[src/rtl/tetris_line_clear_pkg.sv]
// +----------------------------------------------------------------------+
// | tetris_line_clear_pkg: board geometry defaults, FSM states, helpers  |
// | Revision: 1.0                                                        |
// +----------------------------------------------------------------------+
`default_nettype none

package tetris_line_clear_pkg;

  localparam int ROWS_DEFAULT = 20;
  localparam int COLS_DEFAULT = 10;

  typedef enum logic [2:0] {IDLE, READ, CHECK, FILL, DONE} lc_state_t;

  typedef logic [COLS_DEFAULT-1:0] row_t;

  function automatic logic [15:0] sat16_add(input logic [15:0] a, input logic [15:0] b);
    logic [16:0] sum;
    sum = {1'b0, a} + {1'b0, b};
    return sum[16] ? 16'hFFFF : sum[15:0];
  endfunction

endpackage

`default_nettype wire

[src/rtl/tetris_line_clear_if.sv]
// +----------------------------------------------------------------------+
// | tetris_line_clear_if: lock handshake, board RAM port, event outputs  |
// | Revision: 1.0                                                        |
// +----------------------------------------------------------------------+
`default_nettype none

interface tetris_line_clear_if #(
  parameter int ROWS = 20,
  parameter int COLS = 10
);
  localparam int ROW_W = $clog2(ROWS);

  logic             lock_valid;
  logic             busy;
  logic [ROW_W-1:0] rd_addr;
  logic [COLS-1:0]  rd_data;
  logic             wr_en;
  logic [ROW_W-1:0] wr_addr;
  logic [COLS-1:0]  wr_data;
  logic             done;
  logic [ROW_W:0]   lines_cleared;
  logic [15:0]      lines_total;
  logic             tetromino_locked;
  logic             line_cleared;

  modport master (
    input  lock_valid, rd_data,
    output busy, rd_addr, wr_en, wr_addr, wr_data, done,
           lines_cleared, lines_total, tetromino_locked, line_cleared
  );

  modport slave (
    output lock_valid, rd_data,
    input  busy, rd_addr, wr_en, wr_addr, wr_data, done,
           lines_cleared, lines_total, tetromino_locked, line_cleared
  );

endinterface

`default_nettype wire

[src/rtl/tetris_line_clear.sv]
// +----------------------------------------------------------------------+
// | tetris_line_clear: bottom-up full-row removal and board compaction   |
// | Revision: 1.0                                                        |
// +----------------------------------------------------------------------+
`default_nettype none

module tetris_line_clear
  import tetris_line_clear_pkg::*;
#(
  parameter int ROWS = ROWS_DEFAULT,
  parameter int COLS = COLS_DEFAULT
) (
  input  wire                  clk,
  input  wire                  reset,
  tetris_line_clear_if.master  bus
);

  localparam int ROW_W = $clog2(ROWS);
  localparam logic [ROW_W-1:0] c_bottom = ROW_W'(ROWS - 1);

  lc_state_t        r_state, w_state_next;
  logic [ROW_W-1:0] r_src, w_src_next;
  logic [ROW_W-1:0] r_dst, w_dst_next;
  logic [ROW_W:0]   r_cnt, w_cnt_next;
  logic [ROW_W:0]   r_lines_cleared;
  logic [15:0]      r_lines_total;

  logic             w_wr_en;
  logic [COLS-1:0]  w_wr_data;
  logic             w_done;
  logic             w_line_cleared;

  always_ff @(posedge clk) begin
    if (reset) begin
      r_state         <= IDLE;
      r_src           <= '0;
      r_dst           <= '0;
      r_cnt           <= '0;
      r_lines_cleared <= '0;
      r_lines_total   <= '0;
    end else begin
      r_state <= w_state_next;
      r_src   <= w_src_next;
      r_dst   <= w_dst_next;
      r_cnt   <= w_cnt_next;
      if (r_state == DONE) begin
        r_lines_cleared <= r_cnt;
        r_lines_total   <= sat16_add(r_lines_total, 16'(r_cnt));
      end
    end
  end

  always_comb begin
    w_state_next   = r_state;
    w_src_next     = r_src;
    w_dst_next     = r_dst;
    w_cnt_next     = r_cnt;
    w_wr_en        = 1'b0;
    w_wr_data      = '0;
    w_done         = 1'b0;
    w_line_cleared = 1'b0;

    case (r_state)
      IDLE: begin
        if (bus.lock_valid) begin
          w_src_next   = c_bottom;
          w_dst_next   = c_bottom;
          w_cnt_next   = '0;
          w_state_next = READ;
        end
      end
      READ: w_state_next = CHECK;
      CHECK: begin
        if (&bus.rd_data) begin
          w_cnt_next = r_cnt + (ROW_W+1)'(1);
        end else begin
          // A kept row that has not moved yet needs no write-back.
          if (r_src != r_dst) begin
            w_wr_en   = 1'b1;
            w_wr_data = bus.rd_data;
          end
          w_dst_next = r_dst - ROW_W'(1);
        end
        if (r_src == '0) begin
          w_state_next = (w_cnt_next != '0) ? FILL : DONE;
        end else begin
          w_src_next   = r_src - ROW_W'(1);
          w_state_next = READ;
        end
      end
      FILL: begin
        w_wr_en = 1'b1;
        if (r_dst == '0) w_state_next = DONE;
        else             w_dst_next   = r_dst - ROW_W'(1);
      end
      DONE: begin
        w_done         = 1'b1;
        w_line_cleared = (r_cnt != '0);
        w_state_next   = IDLE;
      end
      default: w_state_next = IDLE;
    endcase
  end

  assign bus.busy             = (r_state != IDLE);
  assign bus.rd_addr          = r_src;
  assign bus.wr_en            = w_wr_en;
  assign bus.wr_addr          = r_dst;
  assign bus.wr_data          = w_wr_data;
  assign bus.done             = w_done;
  assign bus.tetromino_locked = w_done;
  assign bus.line_cleared     = w_line_cleared;
  assign bus.lines_cleared    = r_lines_cleared;
  assign bus.lines_total      = r_lines_total;

endmodule

`default_nettype wire

[src/flat_wrapper.sv]
// flat-port wrapper written by rule: the top's interface ports become plain ports
module tetris_line_clear_flat import tetris_line_clear_pkg::*;
#(
  parameter int ROWS = ROWS_DEFAULT,
  parameter int COLS = COLS_DEFAULT
)
  (clk, reset, bus_lock_valid, bus_rd_data, bus_busy, bus_rd_addr, bus_wr_en, bus_wr_addr, bus_wr_data, bus_done, bus_lines_cleared, bus_lines_total, bus_tetromino_locked, bus_line_cleared);
  tetris_line_clear_if #(.ROWS(ROWS), .COLS(COLS)) bus_i ();
  input  wire clk;
  input  wire reset;
  input wire logic [$bits(bus_i.lock_valid)-1:0] bus_lock_valid;
  input wire logic [$bits(bus_i.rd_data)-1:0] bus_rd_data;
  output wire logic [$bits(bus_i.busy)-1:0] bus_busy;
  output wire logic [$bits(bus_i.rd_addr)-1:0] bus_rd_addr;
  output wire logic [$bits(bus_i.wr_en)-1:0] bus_wr_en;
  output wire logic [$bits(bus_i.wr_addr)-1:0] bus_wr_addr;
  output wire logic [$bits(bus_i.wr_data)-1:0] bus_wr_data;
  output wire logic [$bits(bus_i.done)-1:0] bus_done;
  output wire logic [$bits(bus_i.lines_cleared)-1:0] bus_lines_cleared;
  output wire logic [$bits(bus_i.lines_total)-1:0] bus_lines_total;
  output wire logic [$bits(bus_i.tetromino_locked)-1:0] bus_tetromino_locked;
  output wire logic [$bits(bus_i.line_cleared)-1:0] bus_line_cleared;
  assign bus_i.lock_valid = bus_lock_valid;
  assign bus_i.rd_data = bus_rd_data;
  assign bus_busy = bus_i.busy;
  assign bus_rd_addr = bus_i.rd_addr;
  assign bus_wr_en = bus_i.wr_en;
  assign bus_wr_addr = bus_i.wr_addr;
  assign bus_wr_data = bus_i.wr_data;
  assign bus_done = bus_i.done;
  assign bus_lines_cleared = bus_i.lines_cleared;
  assign bus_lines_total = bus_i.lines_total;
  assign bus_tetromino_locked = bus_i.tetromino_locked;
  assign bus_line_cleared = bus_i.line_cleared;
  tetris_line_clear #(.ROWS(ROWS), .COLS(COLS)) u_core (.clk(clk), .reset(reset), .bus(bus_i));
endmodule
[config.mk]
export PLATFORM = sky130hd
export DESIGN_NAME = tetris_line_clear_flat
export DESIGN_NICKNAME = d
export VERILOG_FILES = /design/src/rtl/tetris_line_clear_pkg.sv /design/src/rtl/tetris_line_clear_if.sv /design/src/rtl/tetris_line_clear.sv /design/src/flat_wrapper.sv
export SDC_FILE = /design/constraint.sdc
export NUM_CORES = 1
export LEC_CHECK = 0
export CAP_MARGIN = 5
export CORE_MARGIN = 2
export CORE_UTILIZATION = 25
export CTS_BUF_LIST = sky130_fd_sc_hd__clkbuf_16
export DETAILED_ROUTE_END_ITERATION = 6
export GPL_TIMING_DRIVEN = 0
export HOLD_SLACK_MARGIN = 0.15
export PLACE_DENSITY = 0.55
export SETUP_SLACK_MARGIN = 0.5
export SYNTH_ARGS = -nofsm -noshare
export SYNTH_HDL_FRONTEND = slang
export SYNTH_SLANG_ARGS = --single-unit
[constraint.sdc]
create_clock -name clk -period 4.1 [get_ports clk]
set_input_delay 0.82 -clock clk [delete_from_list [all_inputs] [get_ports clk]]
set_output_delay 0.82 -clock clk [all_outputs]
set_load 0.02 [all_outputs]
==> results of run 1 <==
==> kinds of logic (layout without fill, tap and decap cells) <==
family | after synthesis | after routing | synth area share (%)
buffers and inverters | 30 | 97 | 5.27
xor gates and xnor gates | 19 | 19 | 6.67
DFF | 41 | 41 | 32.9
adders and majority gates | 12 | 12 | 6.32
and+or+nand+nor | 124 | 124 | 25.2
AOI/OAI and AO/OA | 82 | 82 | 23.6
==> synthesized netlist by cell type, drive strengths merged, types with 2 or more instances <==
cell    instances
dfxtp          41
nand2          38
nor2           29
a21oi          26
a311oi         15
inv            15
and2           12
ha             11
nand3          11
xnor2          11
o21ai          10
clkbuf          9
nor3            9
xor2            8
a211oi          7
buf             6
nand4           6
a21o            5
and4            4
nor4            4
a31oi           3
or3             3
a22oi           2
a41oi           2
and3            2
and4b           2
==> cells in the final DEF, fill, tap and decap left out, types with 2 or more instances in the layout <==
cell	n
a41oi_1	2
bufinv_16	2
and4_1	4
clkbuf_16	5
or3_1	3
dfxtp_1	41
a31oi_1	3
and2_1	12
nor3_1	8
dlygate4sd2_1	9
a311oi_1	15
buf_4	3
a21o_1	5
nand3_1	11
nor2_1	28
clkdlybuf4s50_1	48
and3_1	2
o21ai_0	10
a211oi_1	7
ha_1	11
and4b_1	2
xnor2_1	11
nand2_1	37
a21oi_1	26
buf_2	3
inv_1	14
nor4_1	4
nand4_1	6
xor2_1	8
clkbuf_1	8
==> state kept, by name, summed over array words and instances (netlist names) <==
register / count
u_core.bus.lines_cleared: 6
u_core.bus.wr_addr: 5
u_core.r_state: 3
u_core.r_cnt: 6
u_core.bus.rd_addr: 5
u_core.bus.lines_total: 16
==> per-stage QoR <==
step | cell area, um2 | hold WS (ns) | instances
floorplan | 2490 | 0.497 | 308
CTS | 3450 | 0.460 | 508
global placement | 3240 | 0.445 | 499
finish | 3450 | 0.456 | 508
detailed placement | 3240 | 0.451 | 499
global route | 3450 | 0.484 | 508
==> final timing paths <==
path                                                     to  depth (start not counted)
worst min-delay path            u_core.bus.lines_cleared[0]                          2
worst min register to register  u_core.bus.lines_cleared[0]                          2
worst max register to register   u_core.bus.lines_total[11]                          8
worst max-delay path                         bus_wr_data[9]                          6
==> report_power, final <==
part	internal, mW	switching, mW	total [mW]	leakage, nW
Combinational	0.136	0.162	0.298	0.912
Clock	0.351	0.170	0.521	0.0944
Sequential	0.420	0.0320	0.452	0.333
Total	0.908	0.364	1.27	1.34
==> layout make-up <==
class,instances,area (um2)
timing repair buffer,59,579
tap,133,166
multi-input combinational,237,1550
fill,1050,6280
clock inverter,3,68.8
inverter,15,56.3
buffer,15,78.8
clock buffer,5,125
sequential,41,821
==> worst min-delay path: stages, from the launching register on <==
cell and delay (ns):
dfxtp_1 0.31, nand2_1 0.05, a21oi_1 0.05
==> per-layer routing <==
metal	up-vias	GRT usage (%)	part of all wire, %
met3	8	2.69	5.9
met5	-	0	0
li1	1263	-	-
met1	1172	17.6	49
met2	74	20.0	44
met4	0	3.19	0.89
==> repair_timing <==
item / in CTS / in global routing
setup endpoints to repair: 11 / 1
pin swaps: 1 / 0
setup buffers: 1 / 0
gates resized for setup: 13 / 1
==> results.md, run 1 <==
- Share of cells above drive strength 1: 6.93%
- Worst setup slack after placement: 0.214 ns
- Iter 0 DRT Violations: 83
- Nets: 399
- Worst-Margin Slew: 0.780 ns
- Final Util: 35.4%
- Most area-consuming cells after synthesis: dfxtp_1 33%, nand2_1 5.6%, ha_1 5.5%
- First-pass GRT wire length: 11.3 mm
- Vias: 2,517
- Clk slew on worst S/H paths: 0.06 ns
- Synth cell types: 49
- Pwr Density: 369 nW/um2
- Syn-to-layout area delta: 38.3%
- Full die area: 10,800 um2
- Setup Skew: 0.00331 ns
- Via density: 4.95
- IO buf count: 58
- Post-synth EDFFs: 0
- # H-tree levels: 2
- RSZ-0062 raised after global routing: false
- Syn_nets: 333
- GPL Wtd Cong: 0.820
- Total Power: 1.27 mW
- Endpoint type of the worst setup path: output port
- Std-Cell Core Area: 9730 um2
- Residual DRC: 0
- Setup TNS: 0 ns
- CP max-delay cell: clkdlybuf4s50_1
- CP max stage delay: 0.61 ns
- Largest net degree at the start of global routing: 15
- Routed length per instance: 13.7 um
- CP Buf/Inv Count: 2
- CTS tree: built
- # IOs: 60
- Status: complete, no violations
- Post-DP HPWL: 5.12 mm
- Max VDD drop: 224 uV
- Yosys top cell area share: 32.9%
- Initial antenna violation count: 0
- Family with the most delay on the worst path: buffers and inverters
- Clock Path Buffers: 2
- Total clock sinks: 41
- Most used flip-flop cell after synthesis: dfxtp_1
- Yosys warns: 0
- Synthesized cell area: 2490 um2
- Fmax: 294 MHz
- Total clock buffers created by CTS: 5
- FP Rows: 36
- Final WL: 6.96 mm
- CP Max Fanout: 3
- Gr ovfl total: 0
- Crit Path Category: in2out
- Width of the die: 104 um
- # diodes: 0
- Leakage: 1.34 nW
- Synth Register Bits: 41
- Max-slew violation count: 0
- CP startpoint kind: primary input
- CP dominant cell by count: clkdlybuf4s50_1
- Skew-Pair Late Insertion Delay: 0.28 ns
- Final setup violation count: 0
- Slew margin rel.: 47.6%
- Final setup margin: 0.696 ns
- CP startpoint: bus_rd_data[5]
- Hold Startpoint: u_core.bus.lines_cleared[0]
- Syn avg cell area: 8.10 um2
- WP data required: 3.28 ns
- Final worst-path cycle share: 83.0%
- Max Cap Viol: 0
- Hold WC Path Type: reg2reg
- Number of global-route vias before repair: 2,275
- Root buffer cell: clkbuf_16
- Iteration count of the initial detailed-routing pass: 4
- Initial Utilization: 25.6%
- # hold bufs at CTS: 0
- Seq/Total Area, Yosys: 32.9%
- Largest area contributor in the netlist: dfxtp_1
- Critical Path AT: 2.58 ns
- Final Critical Period: 3.40 ns
- Async S/R FF share, synth: 0%
- Total GRT Usage: 12.7%
- Hold Fails Final Rpt: 0
- Critical path, cell by cell: clkdlybuf4s50_1, nand4_1, nor3_4, a311oi_1, and2_1, clkdlybuf4s50_1
- Post-route ant nets: 0
- Synth Instances: 308
- FF-to-FF setup slack: 1.74 ns
- Die Span Y: 104 um
- Worst R2R Start: u_core.r_cnt[0]
Note: power is estimated with default switching activity, not from simulation.
==> inputs of run 2 (changes only) <==
--- a/config.mk
+++ b/config.mk
@@ -12,7 +12,7 @@
 export DETAILED_ROUTE_END_ITERATION = 6
 export GPL_TIMING_DRIVEN = 0
 export HOLD_SLACK_MARGIN = 0.15
-export PLACE_DENSITY = 0.55
+export PLACE_DENSITY = 0.57
 export SETUP_SLACK_MARGIN = 0.5
 export SYNTH_ARGS = -nofsm -noshare
 export SYNTH_HDL_FRONTEND = slang
==> constraint.sdc (replaced) <==
create_clock -name clk -period 2.93 [get_ports clk]
set_input_delay 0.586 -clock clk [delete_from_list [all_inputs] [get_ports clk]]
set_output_delay 0.586 -clock clk [all_outputs]
set_load 0.02 [all_outputs]
==> results.md, run 2 (same netlist as run 1, synthesis figures left out) <==
- Status: complete, no violations
- # hold bufs at CTS: 0
- Commonest non-fill, non-tap cells in the layout: 37 x dfxtp_1, 35 x nand2_1, 34 x clkdlybuf4s50_1, 27 x nor2_1, 26 x a21oi_1
- Leakage: 1.38 nW
- WP data required: 2.34 ns
- Syn-to-layout area delta: 42.5%
- Max-slew violation count: 0
- Slew margin rel.: 54.1%
- Vias: 2,501
- Initial Utilization: 25.6%
- First-pass GRT wire length: 11.5 mm
- Filler cell count: 1,031
- GPL Wtd Cong: 0.826
- IO buf count: 58
- Gr ovfl total: 0
- Hold Fails Final Rpt: 0
- Crit Path Category: in2out
- Pwr Density: 512 nW/um2
- Final setup violation count: 0
- CTS tree: built
- Width of the die: 104 um
- Endpoint type of the worst setup path: output port
- Total clock buffers created by CTS: 5
- FP Rows: 36
- Largest net degree at the start of global routing: 15
- Critical Path AT: 1.77 ns
- Nets: 402
- Routed length per instance: 13.7 um
- Iteration count of the initial detailed-routing pass: 4
- FF-to-FF setup slack: 0.63 ns
- Final Critical Period: 2.36 ns
- Post-route ant nets: 0
- Final Util: 36.5%
- Worst Hold End: u_core.bus.lines_cleared[0]
- Initial antenna violation count: 0
- Final worst-path cycle share: 80.4%
- Hold Startpoint: u_core.bus.lines_cleared[0]
- Iter 0 DRT Violations: 96
- Skew-Pair Late Insertion Delay: 0.28 ns
- FF+latch area: 826 um2
- Via density: 4.89
- Fmax: 424 MHz
- Largest register FFs: 16
- Final setup margin: 0.574 ns
- Residual DRC: 0
- Total clock sinks: 41
- Hold depth: 2
- CP Max Fanout: 5
- Std-Cell Core Area: 9730 um2
- Root buffer cell: clkbuf_16
- Commonest non-fill, non-tap cell in the layout: dfxtp_1
- Worst setup slack after placement: -0.462 ns
- Setup Skew: 0.00684 ns
- Max Cap Viol: 0
- RSZ-0062 raised after global routing: true
- # IOs: 60
- Total GRT Usage: 12.6%
- Reg-to-reg critical path endpoint: u_core.r_state[0]
- Clk slew on worst S/H paths: 0.06 ns
- R2R cell count: 6
- Multi-input logic area: 1630 um2
- CP startpoint kind: primary input
- Worst R2R Start: u_core.r_cnt[1]
- Die Span Y: 104 um
- Worst-Margin Slew: 0.687 ns
- Full die area: 10,800 um2
- Post-DP HPWL: 5.17 mm
- Clock Path Buffers: 2
- # diodes: 0
- Hold WC Path Type: reg2reg
- Final WL: 6.99 mm
- # H-tree levels: 2
- Share of cells above drive strength 1: 18.8%
- Number of global-route vias before repair: 2,340
- Max VDD drop: 333 uV
==> run 2: cell types whose count changed in the layout (fill, tap and decap cells not counted), moves of 4 or more <==
cell,previous run,this run
and2_4,0,10
clkbuf_2,0,7
and2_1,12,2
buf_6,1,13
clkdlybuf4s50_1,48,34
dfxtp_2,0,4
dfxtp_1,41,37
dlygate4sd2_1,9,4
==> run 2: cell type report <==
class                      count  area share (%)
timing repair buffer          62            16.4
sequential                    41            23.2
tap                          133            4.68
multi-input combinational    237            46.0
clock inverter                 3            1.94
buffer                        15            2.68
clock buffer                   5            3.52
inverter                      15            1.58
==> run 2: worst max path at each step <==
| stage | depth (start not counted) | end | slack [ns] | from |
|---|---|---|---|---|
| 3_3_place_gp | 7 | bus_wr_data[6] | -0.44 | bus_rd_data[0] |
| 4_1_cts | 7 | bus_wr_data[6] | 0.39 | u_core.r_state[2] |
| 3_5_place_dp | 7 | bus_wr_data[0] | -0.46 | bus_rd_data[8] |
| 2_1_floorplan | 6 | bus_wr_data[0] | 0.79 | u_core.r_state[2] |
| 6_report | 7 | bus_wr_data[6] | 0.57 | bus_rd_data[0] |
| 5_1_grt | 7 | bus_wr_data[3] | 0.49 | bus_rd_data[0] |
==> run 2: routing by layer <==
layer  track usage, %  routed length (um)
met1             17.5                3390
met2             20.0                3140
met3             2.63                 414
met4             2.80                  46
met5                0                   0
==> run 2: where the power goes <==
part | leakage, nW | switching, mW | internal [mW]
combinational | 0.953 | 0.250 | 0.214
clock | 0.0944 | 0.229 | 0.491
sequential | 0.334 | 0.0458 | 0.590
==> run 2: per-stage QoR <==
step	TNS, ns	cells	cell area, um2	hold slack [ns]	total power [mW]
2_1_floorplan	0	308	2490	0.497	0.910
3_3_place_gp	-4.56	499	3240	0.445	1.06
3_5_place_dp	-4.72	499	3240	0.451	1.07
4_1_cts	0	509	3430	0.460	1.79
5_1_grt	0	511	3550	0.488	1.90
6_report	0	511	3550	0.460	1.82
==> run 2: repair_timing <==
item / 4_1_cts / 5_1_grt
gates resized for setup: 72 / 60
setup endpoints to repair: 15 / 29
setup buffers: 1 / 2
pin swaps: 4 / 6
gates cloned: 1 / 0
==> run 2: worst max-delay path, stage by stage <==
cell and delay [ns]:
clkdlybuf4s15_1 0.19, nand4_1 0.17, nor3_4 0.06, a311oi_4 0.34, buf_6 0.17, and2_4 0.14
buf_6 0.11
==> inputs of run 3 (changes only) <==
--- a/config.mk
+++ b/config.mk
@@ -12,7 +12,7 @@
 export DETAILED_ROUTE_END_ITERATION = 6
 export GPL_TIMING_DRIVEN = 0
 export HOLD_SLACK_MARGIN = 0.15
-export PLACE_DENSITY = 0.57
+export PLACE_DENSITY = 0.55
 export SETUP_SLACK_MARGIN = 0.5
 export SYNTH_ARGS = -nofsm -noshare
 export SYNTH_HDL_FRONTEND = slang
==> constraint.sdc (replaced) <==
create_clock -name clk -period 2.4 [get_ports clk]
set_input_delay 0.48 -clock clk [delete_from_list [all_inputs] [get_ports clk]]
set_output_delay 0.48 -clock clk [all_outputs]
set_load 0.02 [all_outputs]
==> results.md, run 3 (same netlist as run 1, synthesis figures left out) <==
- Final WL: 7.76 mm
- Gr busiest metal: met2
- M2 GR Usage: 24.1%
- Full die area: 10,800 um2
- Clock Path Buffers: 2
- Slew margin rel.: 53.4%
- Met3 Resource Use GR: 2.88%
- Initial Utilization: 25.6%
- Cell area after layout: 4050 um2
- Skew-Pair Late Insertion Delay: 0.28 ns
- Total Power: 2.09 mW
- Finished Layout Cells: 535
- Final Critical Period: 2.23 ns
- DP Cell Count: 499
- Share of power burned in registers: 37.2%
- Final worst-path cycle share: 92.7%
- Iteration count of the initial detailed-routing pass: 4
- Status: complete, no violations
- Gr ovfl total: 0
- Internal power: 1.42 mW
- CP startpoint kind: register
- # IOs: 60
- R2R cell count: 8
- Hold Fails Final Rpt: 0
- Routed length per instance: 14.5 um
- CTS tree: built
- Total clock sinks: 41
- Initial antenna violation count: 0
- RSZ-0062 raised after global routing: true
- # H-tree levels: 2
- WP data required: 1.92 ns
- Largest net degree at the start of global routing: 14
- Syn-to-layout area delta: 62.2%
- Hold WC Path Type: reg2reg
- Setup Skew: 0.00886 ns
- Total clock buffers created by CTS: 5
- First-pass GRT wire length: 12.2 mm
- Sw Share: 32.1%
- Via density: 4.97
- GPL Wtd Cong: 0.820
- Iter 0 DRT Violations: 69
- Placed inst area: 3280 um2
- IO buf count: 58
- Endpoint type of the worst setup path: output port
- Commonest non-fill, non-tap cells in the layout: 34 x nand2_1, 30 x clkdlybuf4s50_1, 28 x buf_4, 27 x dfxtp_1, 26 x nor2_1
- Filler cell count: 987
- Clk slew on worst S/H paths: 0.06 ns
- Commonest non-fill, non-tap cell in the layout: nand2_1
- # hold bufs at CTS: 0
- Nets: 426
- Final setup margin: 0.175 ns
- Worst-Margin Slew: 0.699 ns
- Comb power frac: 31.3%
- Die Span Y: 104 um
- Width of the die: 104 um
- Total GRT Usage: 13.7%
- Final setup violation count: 0
- CP Max Fanout: 5
- Vias: 2,660
- Leakage: 1.56 nW
- Max-slew violation count: 0
- Post-DP HPWL: 5.28 mm
- Pwr Density: 516 nW/um2
- FP Rows: 36
- # diodes: 0
- Max VDD drop: 257 uV
- Psw: 0.670 mW
- Hold depth: 2
- Worst setup slack after placement: -0.863 ns
- Fmax: 449 MHz
- Std-Cell Core Area: 9730 um2
- Largest register FFs: 16
- Root buffer cell: clkbuf_16
- Crit Path Category: reg2out
- Critical Path AT: 1.75 ns
- Post-route ant nets: 0
- Number of global-route vias before repair: 2,562
- Share of cells above drive strength 1: 37.1%
- Residual DRC: 0
- GR Util met1: 16.6%
- Max Cap Viol: 0
- Clk pwr share: 31.5%
[run 3: worst paths after layout]
path | startpoint | endpoint | slack (ns)
setup / recovery | u_core.bus.rd_addr[3] | bus_wr_data[8] | 0.17
hold / removal | u_core.bus.lines_cleared[1] | u_core.bus.lines_cleared[1] | 0.46
hold reg to reg | u_core.bus.lines_cleared[1] | u_core.bus.lines_cleared[1] | 0.46
setup reg to reg | u_core.r_cnt[0] | u_core.bus.lines_total[6] | 0.41
[run 3: worst max-delay path, stage by stage (launching register included)]
cell,delay (ns)
dfxtp_2,0.39
xor2_1,0.18
nor3_2,0.09
a311oi_4,0.33
clkbuf_8,0.22
and2_4,0.14
buf_6,0.11
[run 3: area by class of cell]
| type | instances | area (um2) | share of cell area, % |
|---|---|---|---|
| Inverter | 15 | 56.3 | 1.39 |
| Clock inverter | 3 | 17.5 | 0.433 |
| Buffer | 15 | 139 | 3.43 |
| Tap cell | 133 | 166 | 4.11 |
| Multi-Input combinational cell | 237 | 1910 | 47.3 |
| Clock buffer | 5 | 125 | 3.09 |
| Sequential cell | 41 | 856 | 21.2 |
| Timing Repair Buffer | 86 | 771 | 19.1 |
[run 3: timing repair]
| action | 4_1_cts | 5_1_grt |
|---|---|---|
| setup buffers | 12 | 14 |
| gates resized for setup | 156 | 69 |
| pin swaps | 22 | 30 |
| endpoints found under the setup margin | 44 | 50 |
| cloned | 2 | 0 |
[run 3: per-layer routing]
metal	part of all wire (%)	vias up
met5	0	-
met3	5.3	12
met1	43	1271
met4	2.0	0
met2	50	66
li1	-	1311
[run 3: stage by stage]
step | utilization, % | hold WS, ns | setup TNS [ns]
after floorplan | - | 0.482 | 0
after global routing | 41.6 | 0.482 | 0
after global placement | 33.7 | 0.451 | -9.50
after CTS | 38.3 | 0.460 | 0
after detailed placement | 33.7 | 0.451 | -9.58
final | 41.6 | 0.458 | 0
[run 3: power groups by stage]
stage / Sequential, mW / Combinational (mW) / Clock, mW
after global placement: 0.788 / 0.523 / 0
after global routing: 0.783 / 0.701 / 0.702
after detailed placement: 0.789 / 0.527 / 0
after CTS: 0.774 / 0.595 / 0.675
after floorplan: 0.813 / 0.309 / 0
final: 0.775 / 0.654 / 0.657
